[src/rtl/spi_reg_pkg.sv]
// Shared types and constants for the SPI command/register controller.
package spi_reg_pkg;

  typedef enum logic [2:0] {
    IDLE,
    CMD,
    WR_DATA,
    RD_ISSUE,
    RD_CAPT,
    RD_WAIT
  } state_t;

  localparam int         CMD_RW_BIT        = 7;
  localparam logic [7:0] ERR_BYTE          = 8'hEE;
  localparam logic [7:0] STATUS_ID_DEFAULT = 8'hA5;

endpackage

[src/rtl/spi_reg_ctrl_if.sv]
// Controller bus: SPI byte-engine handshake plus register-file port.
// master = the controller; slave = byte engine / register file side.
interface spi_reg_ctrl_if #(
  parameter int ADDR_W = 7
);
  logic              i_SPI_CS_n;
  logic              i_RX_DV;
  logic [7:0]        i_RX_Byte;
  logic              o_TX_DV;
  logic [7:0]        o_TX_Byte;
  logic [ADDR_W-1:0] o_Reg_Addr;
  logic              o_Reg_Wr_En;
  logic [7:0]        o_Reg_Wr_Data;
  logic              o_Reg_Rd_En;
  logic [7:0]        i_Reg_Rd_Data;
  logic              o_Busy;
  logic              o_Err;

  modport master (
    input  i_SPI_CS_n, i_RX_DV, i_RX_Byte, i_Reg_Rd_Data,
    output o_TX_DV, o_TX_Byte, o_Reg_Addr, o_Reg_Wr_En, o_Reg_Wr_Data,
           o_Reg_Rd_En, o_Busy, o_Err
  );

  modport slave (
    output i_SPI_CS_n, i_RX_DV, i_RX_Byte, i_Reg_Rd_Data,
    input  o_TX_DV, o_TX_Byte, o_Reg_Addr, o_Reg_Wr_En, o_Reg_Wr_Data,
           o_Reg_Rd_En, o_Busy, o_Err
  );
endinterface

[src/rtl/spi_cs_sync.sv]
// Two-flop synchronizer for the raw SPI chip select, with one-cycle
// fall (select) and rise (deselect) pulses.
module spi_cs_sync (
  input  logic i_Clk,
  input  logic i_Rst,
  input  logic i_CS_n,
  output logic o_CS_n_sync,
  output logic o_Fall,
  output logic o_Rise
);
  // [0],[1] are the synchronizer; [2] is the previous synced value.
  logic [2:0] sync_q;

  // Flops reset to deasserted so leaving reset never fakes a select edge.
  always_ff @(posedge i_Clk or posedge i_Rst) begin
    if (i_Rst) sync_q <= 3'b111;
    else       sync_q <= {sync_q[1:0], i_CS_n};
  end

  assign o_CS_n_sync = sync_q[1];
  assign o_Fall      = sync_q[2] & ~sync_q[1];
  assign o_Rise      = ~sync_q[2] & sync_q[1];
endmodule

[src/rtl/spi_reg_ctrl.sv]
// SPI command/register controller: parses {RW,ADDR} + data bytes into register
// strokes and loads TX bytes. Optional write protect: SPI_REG_WR_PROTECT_EN.
module spi_reg_ctrl
  import spi_reg_pkg::*;
#(
  parameter int         ADDR_W    = 7,
  parameter logic [6:0] RO_BASE   = 7'h60,
  parameter logic [7:0] STATUS_ID = STATUS_ID_DEFAULT
) (
  input logic            i_Clk,
  input logic            i_Rst,
  spi_reg_ctrl_if.master bus
);

`ifdef SPI_REG_WR_PROTECT_EN
  localparam bit WR_PROTECT = 1'b1;
`else
  localparam bit WR_PROTECT = 1'b0;
`endif

  logic cs_n_sync, cs_fall, cs_rise;

  spi_cs_sync u_cs_sync (
    .i_Clk       (i_Clk),
    .i_Rst       (i_Rst),
    .i_CS_n      (bus.i_SPI_CS_n),
    .o_CS_n_sync (cs_n_sync),
    .o_Fall      (cs_fall),
    .o_Rise      (cs_rise)
  );

  state_t            state_q, state_d;
  logic [ADDR_W-1:0] addr_q, addr_d;
  logic              tx_dv_q, tx_dv_d;
  logic [7:0]        tx_byte_q, tx_byte_d;
  logic              wr_en_q, wr_en_d;
  logic [7:0]        wr_data_q, wr_data_d;
  logic              rd_en_q, rd_en_d;
  logic              err_q, err_d;
  logic              wr_step_q, wr_step_d;
  logic              ro_hit;

  assign ro_hit = WR_PROTECT && (addr_q >= RO_BASE[ADDR_W-1:0]);

  // NOTE: sequential state uses non-blocking assignments so every flop
  // samples pre-edge values regardless of statement order.
  always_ff @(posedge i_Clk or posedge i_Rst) begin
    if (i_Rst) begin
      state_q   <= IDLE;
      addr_q    <= '0;
      tx_dv_q   <= 1'b0;
      tx_byte_q <= 8'h00;
      wr_en_q   <= 1'b0;
      wr_data_q <= 8'h00;
      rd_en_q   <= 1'b0;
      err_q     <= 1'b0;
      wr_step_q <= 1'b0;
    end else begin
      state_q   <= state_d;
      addr_q    <= addr_d;
      tx_dv_q   <= tx_dv_d;
      tx_byte_q <= tx_byte_d;
      wr_en_q   <= wr_en_d;
      wr_data_q <= wr_data_d;
      rd_en_q   <= rd_en_d;
      err_q     <= err_d;
      wr_step_q <= wr_step_d;
    end
  end

  // NOTE: every combinational output gets a default first, so no path
  // through the case can leave it unassigned and infer a latch.
  always_comb begin
    state_d = state_q;
    if (cs_rise) begin
      state_d = IDLE;
    end else begin
      case (state_q)
        IDLE:     if (cs_fall) state_d = CMD;
        CMD:      if (bus.i_RX_DV)
                    state_d = bus.i_RX_Byte[CMD_RW_BIT] ? RD_ISSUE : WR_DATA;
        WR_DATA:  state_d = WR_DATA;
        RD_ISSUE: state_d = RD_CAPT;
        RD_CAPT:  state_d = RD_WAIT;
        RD_WAIT:  if (bus.i_RX_DV) state_d = RD_ISSUE;
        default:  state_d = IDLE;
      endcase
    end
  end

  // Registered outputs are computed here from the current state; a deselect
  // does not cancel work already decided in this cycle.
  always_comb begin
    tx_dv_d   = 1'b0;
    tx_byte_d = tx_byte_q;
    wr_en_d   = 1'b0;
    wr_data_d = wr_data_q;
    err_d     = err_q;
    wr_step_d = 1'b0;
    addr_d    = wr_step_q ? addr_q + 1'b1 : addr_q;
    case (state_q)
      IDLE: if (cs_fall) begin
        tx_dv_d   = 1'b1;
        tx_byte_d = err_q ? ERR_BYTE : STATUS_ID;
        err_d     = 1'b0;
      end
      CMD: if (bus.i_RX_DV) addr_d = bus.i_RX_Byte[ADDR_W-1:0];
      WR_DATA: if (bus.i_RX_DV) begin
        // Address steps one cycle after the strobe so the strobe sees it stable.
        wr_step_d = 1'b1;
        wr_en_d   = !ro_hit;
        wr_data_d = bus.i_RX_Byte;
        if (ro_hit) err_d = 1'b1;
      end
      RD_CAPT: begin
        tx_dv_d   = 1'b1;
        tx_byte_d = bus.i_Reg_Rd_Data;
        addr_d    = addr_q + 1'b1;
      end
      default: ;
    endcase
    rd_en_d = (state_d == RD_ISSUE);
  end

  assign bus.o_TX_DV       = tx_dv_q;
  assign bus.o_TX_Byte     = tx_byte_q;
  assign bus.o_Reg_Addr    = addr_q;
  assign bus.o_Reg_Wr_En   = wr_en_q;
  assign bus.o_Reg_Wr_Data = wr_data_q;
  assign bus.o_Reg_Rd_En   = rd_en_q;
  assign bus.o_Busy        = ~cs_n_sync;
  assign bus.o_Err         = err_q;
endmodule

[src/flat_wrapper.sv]
// flat-port wrapper written by rule: the top's interface ports become plain ports
module spi_reg_ctrl_flat import spi_reg_pkg::*;
#(
  parameter int         ADDR_W    = 7,
  parameter logic [6:0] RO_BASE   = 7'h60,
  parameter logic [7:0] STATUS_ID = STATUS_ID_DEFAULT
)
  (i_Clk, i_Rst, bus_i_SPI_CS_n, bus_i_RX_DV, bus_i_RX_Byte, bus_i_Reg_Rd_Data, bus_o_TX_DV, bus_o_TX_Byte, bus_o_Reg_Addr, bus_o_Reg_Wr_En, bus_o_Reg_Wr_Data, bus_o_Reg_Rd_En, bus_o_Busy, bus_o_Err);
  spi_reg_ctrl_if #(.ADDR_W(ADDR_W)) bus_i ();
  input logic i_Clk;
  input logic i_Rst;
  input wire logic [$bits(bus_i.i_SPI_CS_n)-1:0] bus_i_SPI_CS_n;
  input wire logic [$bits(bus_i.i_RX_DV)-1:0] bus_i_RX_DV;
  input wire logic [$bits(bus_i.i_RX_Byte)-1:0] bus_i_RX_Byte;
  input wire logic [$bits(bus_i.i_Reg_Rd_Data)-1:0] bus_i_Reg_Rd_Data;
  output wire logic [$bits(bus_i.o_TX_DV)-1:0] bus_o_TX_DV;
  output wire logic [$bits(bus_i.o_TX_Byte)-1:0] bus_o_TX_Byte;
  output wire logic [$bits(bus_i.o_Reg_Addr)-1:0] bus_o_Reg_Addr;
  output wire logic [$bits(bus_i.o_Reg_Wr_En)-1:0] bus_o_Reg_Wr_En;
  output wire logic [$bits(bus_i.o_Reg_Wr_Data)-1:0] bus_o_Reg_Wr_Data;
  output wire logic [$bits(bus_i.o_Reg_Rd_En)-1:0] bus_o_Reg_Rd_En;
  output wire logic [$bits(bus_i.o_Busy)-1:0] bus_o_Busy;
  output wire logic [$bits(bus_i.o_Err)-1:0] bus_o_Err;
  assign bus_i.i_SPI_CS_n = bus_i_SPI_CS_n;
  assign bus_i.i_RX_DV = bus_i_RX_DV;
  assign bus_i.i_RX_Byte = bus_i_RX_Byte;
  assign bus_i.i_Reg_Rd_Data = bus_i_Reg_Rd_Data;
  assign bus_o_TX_DV = bus_i.o_TX_DV;
  assign bus_o_TX_Byte = bus_i.o_TX_Byte;
  assign bus_o_Reg_Addr = bus_i.o_Reg_Addr;
  assign bus_o_Reg_Wr_En = bus_i.o_Reg_Wr_En;
  assign bus_o_Reg_Wr_Data = bus_i.o_Reg_Wr_Data;
  assign bus_o_Reg_Rd_En = bus_i.o_Reg_Rd_En;
  assign bus_o_Busy = bus_i.o_Busy;
  assign bus_o_Err = bus_i.o_Err;
  spi_reg_ctrl #(.ADDR_W(ADDR_W), .RO_BASE(RO_BASE), .STATUS_ID(STATUS_ID)) u_core (.i_Clk(i_Clk), .i_Rst(i_Rst), .bus(bus_i));
endmodule
[config.mk]
export PLATFORM = sky130hd
export DESIGN_NAME = spi_reg_ctrl_flat
export DESIGN_NICKNAME = d
export VERILOG_FILES = /design/src/rtl/spi_reg_pkg.sv /design/src/rtl/spi_reg_ctrl_if.sv /design/src/rtl/spi_cs_sync.sv /design/src/rtl/spi_reg_ctrl.sv /design/src/flat_wrapper.sv
export SDC_FILE = /design/constraint.sdc
export NUM_CORES = 1
export LEC_CHECK = 0
export ABC_AREA = 1
export CORE_ASPECT_RATIO = 1.25
export CORE_MARGIN = 1
export CORE_UTILIZATION = 25
export CTS_CLUSTER_SIZE = 8
export DETAILED_ROUTE_END_ITERATION = 16
export HOLD_SLACK_MARGIN = 0.15
export PLACE_DENSITY = 0.5
export SLEW_MARGIN = 20
export SYNTH_ARGS = -nofsm -noshare
export SYNTH_HDL_FRONTEND = slang
export SYNTH_SLANG_ARGS = --single-unit
[constraint.sdc]
create_clock -name i_Clk -period 1.4 [get_ports i_Clk]
set_input_delay 0.28 -clock i_Clk [delete_from_list [all_inputs] [get_ports i_Clk]]
set_output_delay 0.28 -clock i_Clk [all_outputs]
set_load 0.005 [all_outputs]
==> reports/results.ini <==
[sta]
final-setup-viol-count=0
finalCritPeriodShare_pct=97.04
rsz0062_at_grt=true
fmax_mhz=736.1
finalHoldViolCount=0
drv_slew=0
final.min_clock_period_ns=1.359
finClkSkew_ns=0.008319

[detailed_routing]
antenna_left=0
num_vias=1505
vias_per_cell=4.362
dr.pass1.iters=4
drcViolationCount=0
wl_per_cell_um=11.72
drt_iter0_drc=59
totalWireLength_um=4044

[clock_tree]
cts_root_buffer=clkbuf_8
htreeDepth=2
cts_hold_buf=0
cts_tree=built
cts_made_buffers=5
clockBufferDepth=2
path_clk_slew_ns=0.07
cts_sinks=32
insertion_delay_ns=0.28

[placed_design]
dpl-instance-area_mm2=0.002220
port_buffers=46
place_hpwl_um=2913
routabilityCongestion=0.7824

[logic_synthesis]
ys_seq_elements=32
synth.distinct_cells=29
synth.area.top_cells=dfrtp_1 45%, nand2_1 13%, inv_1 5.9%
synth_largest_area_cell=dfrtp_1
avgSynthCellArea_um2=8.403
synth_seq_area_share_pct=50.39
yosysWarnings=0
syn-cell-area_mm2=0.001597
yosysTopAreaCellShare_pct=45.45
syn-num-nets=211
synthCells=190

[pwr]
ir_worst_vdd_mv=0.7628
power.share.clock_pct=15.7
power.internal_mw=2.955
powerDensity_mw_per_mm2=1972
combPwrFrac_pct=52.3
p_seq_share_pct=32.0
p_sw_mw=1.842
p_leak_nw=1.220
switching_share_pct=38.40

[finish]
final_util_pct=39.45
drive_gt1_share_pct=24.23
final_area_mm2=0.002432
nets=280
synthToLayoutAreaGrowth_pct=52.35
antennaDiodeCount=0

[min_path]
hp-class=input pin to async pin

[worst_setup_path]
crit_required_ns=1.12
startpoint_type=register
cp_data_arrival_time_ns=1.08
reg2reg_slack_ns=0.10
r2r-end=u_core.bus.o_Reg_Addr[6]
cp_max_fo=3
rr_worst_depth=10
crit_type=register to output pin
crit_path_end_kind=output pin
crit-reg2reg-launch=u_core.bus.o_Reg_Addr[1]

[floorplanning]
rows=32
die_h_um=91.35
coreArea_mm2=0.006166
start_util_pct=25.89
ios=48
die_area_mm2=0.006712
die-width_um=73.48

[grt]
grt_pass1_vias=1481
grt_use_total_pct=13.32
antenna_found_initial=0
gr-total-overflow=0
grt_max_degree=33
grt_pass1_wl_um=6720

[run]
maxCapViolations=0

[outcome]
status=completed

==> cells in the final DEF (no fill, tap or decap), types with 4 or more instances in the layout <==
cell type / netlist / routed
a22o_1: 4 / 4
buf_4: 1 / 18
clkbuf_8: 0 / 6
clkdlybuf4s50_1: 0 / 19
dfrtp_1: 29 / 27
dlygate4sd2_1: 0 / 26
inv_1: 25 / 24
nand2_1: 56 / 54
nand2_2: 3 / 4
nand3_1: 17 / 13
nand3_2: 0 / 4
nor2_1: 11 / 10
o21ai_2: 6 / 7
o22a_1: 4 / 4
==> cell families after synthesis <==
family	synth area share (%)
adders and majority gates	0.7836
xor gates and xnor gates	0.5487
AOI/OAI and AO/OA	13.87
other	0.2349
DFF	50.39
and+or+nand+nor	25.39
buffers and inverters	8.777
==> cells in the mapped netlist, drive strengths merged <==
cell type,number
ha,1
a32oi,2
inv,27
nand3,17
o21ai,10
buf,4
a21oi,5
o22a,4
nor3,2
o21bai,2
a22o,4
clkbuf,1
a211oi,1
nor2,15
dfrtp,29
o31ai,1
dfstp,3
nand2,59
conb,1
xor2,1
a31oi,1
==> worst max-delay path, stage by stage (launching register included) <==
cell and delay, ns:
dfrtp_1 0.39, buf_4 0.15, dlygate4sd2_1 0.25
==> sequential cells by signal, summed over array words and instances, names as in the netlist <==
name	count
u_core.bus.o_Reg_Wr_Data	8
u_core.bus.o_Reg_Addr	7
u_core.bus.o_TX_Byte	8
u_core.bus.o_Reg_Wr_En	1
u_core.bus.o_TX_DV	1
u_core.bus.o_Reg_Rd_En	1
u_core.state_q	3
u_core.u_cs_sync.sync_q	3
==> repair_timing <==
item                                    CTS  global route
resized for setup                        31            18
endpoints found under the setup margin   27             8
pin swaps                                 0             9
buffers inserted                          9             1
==> metrics by stage <==
step / hold WS, ns / setup TNS, ns / power [mW] / cells / worst slack [ns]
after CTS: 0.3402 / 0 / 4.674 / 344 / 0.02894
after global placement: 0.3466 / -0.01516 / 3.952 / 327 / -0.01516
after detailed placement: 0.3482 / -0.03656 / 3.959 / 327 / -0.02773
after global routing: 0.3597 / -0.02369 / 5.248 / 345 / -0.01402
final: 0.3288 / 0 / 4.796 / 345 / 0.04141
after floorplan: 0.2845 / 0 / 2.855 / 190 / 0.1184
==> metal layers <==
metal | share of wire [%] | track usage, % | up-vias
li1 | - | - | 746
met1 | 43 | 16.05 | 712
met2 | 50 | 22.02 | 43
met3 | 5.8 | 4.218 | 4
met4 | 0.84 | 4.487 | 0
met5 | 0 | 0 | -
==> final cells by class <==
type	instances	area (µm²)
Timing Repair Buffer	67	600.6
Sequential cell	32	807.0
Clock inverter	1	7.507
Clock buffer	7	86.33
Inverter	27	101.3
Tap cell	85	106.4
Fill cell	674	3734
Multi-Input combinational cell	126	723.2
==> power groups by stage <==
stage / logic (mW) / clock network (mW) / registers [mW]
2_1_floorplan: 1.26 / 0 / 1.60
3_5_place_dp: 2.36 / 0 / 1.60
3_3_place_gp: 2.34 / 0 / 1.61
6_report: 2.51 / 0.751 / 1.54
5_1_grt: 2.82 / 0.826 / 1.60
4_1_cts: 2.37 / 0.777 / 1.53
==> worst max path at each step <==
| stage | startpoint | to | slack (ns) | cells past startpoint |
|---|---|---|---|---|
| 6_report | u_core.bus.o_Reg_Addr[1] | bus_o_Reg_Addr[1] | 0.04 | 2 |
| 4_1_cts | u_core.u_cs_sync.sync_q[1] | bus_o_Busy | 0.03 | 2 |
| 2_1_floorplan | u_core.bus.o_Reg_Addr[0] | u_core.bus.o_Reg_Addr[4] | 0.12 | 9 |
| 3_5_place_dp | bus_i_RX_DV | u_core.bus.o_Reg_Rd_En | -0.03 | 5 |
| 5_1_grt | u_core.bus.o_Reg_Addr[1] | u_core.bus.o_Reg_Addr[6] | -0.01 | 9 |
| 3_3_place_gp | bus_i_RX_DV | u_core.bus.o_Reg_Rd_En | -0.02 | 5 |
Power figures use the tool's default switching activity.
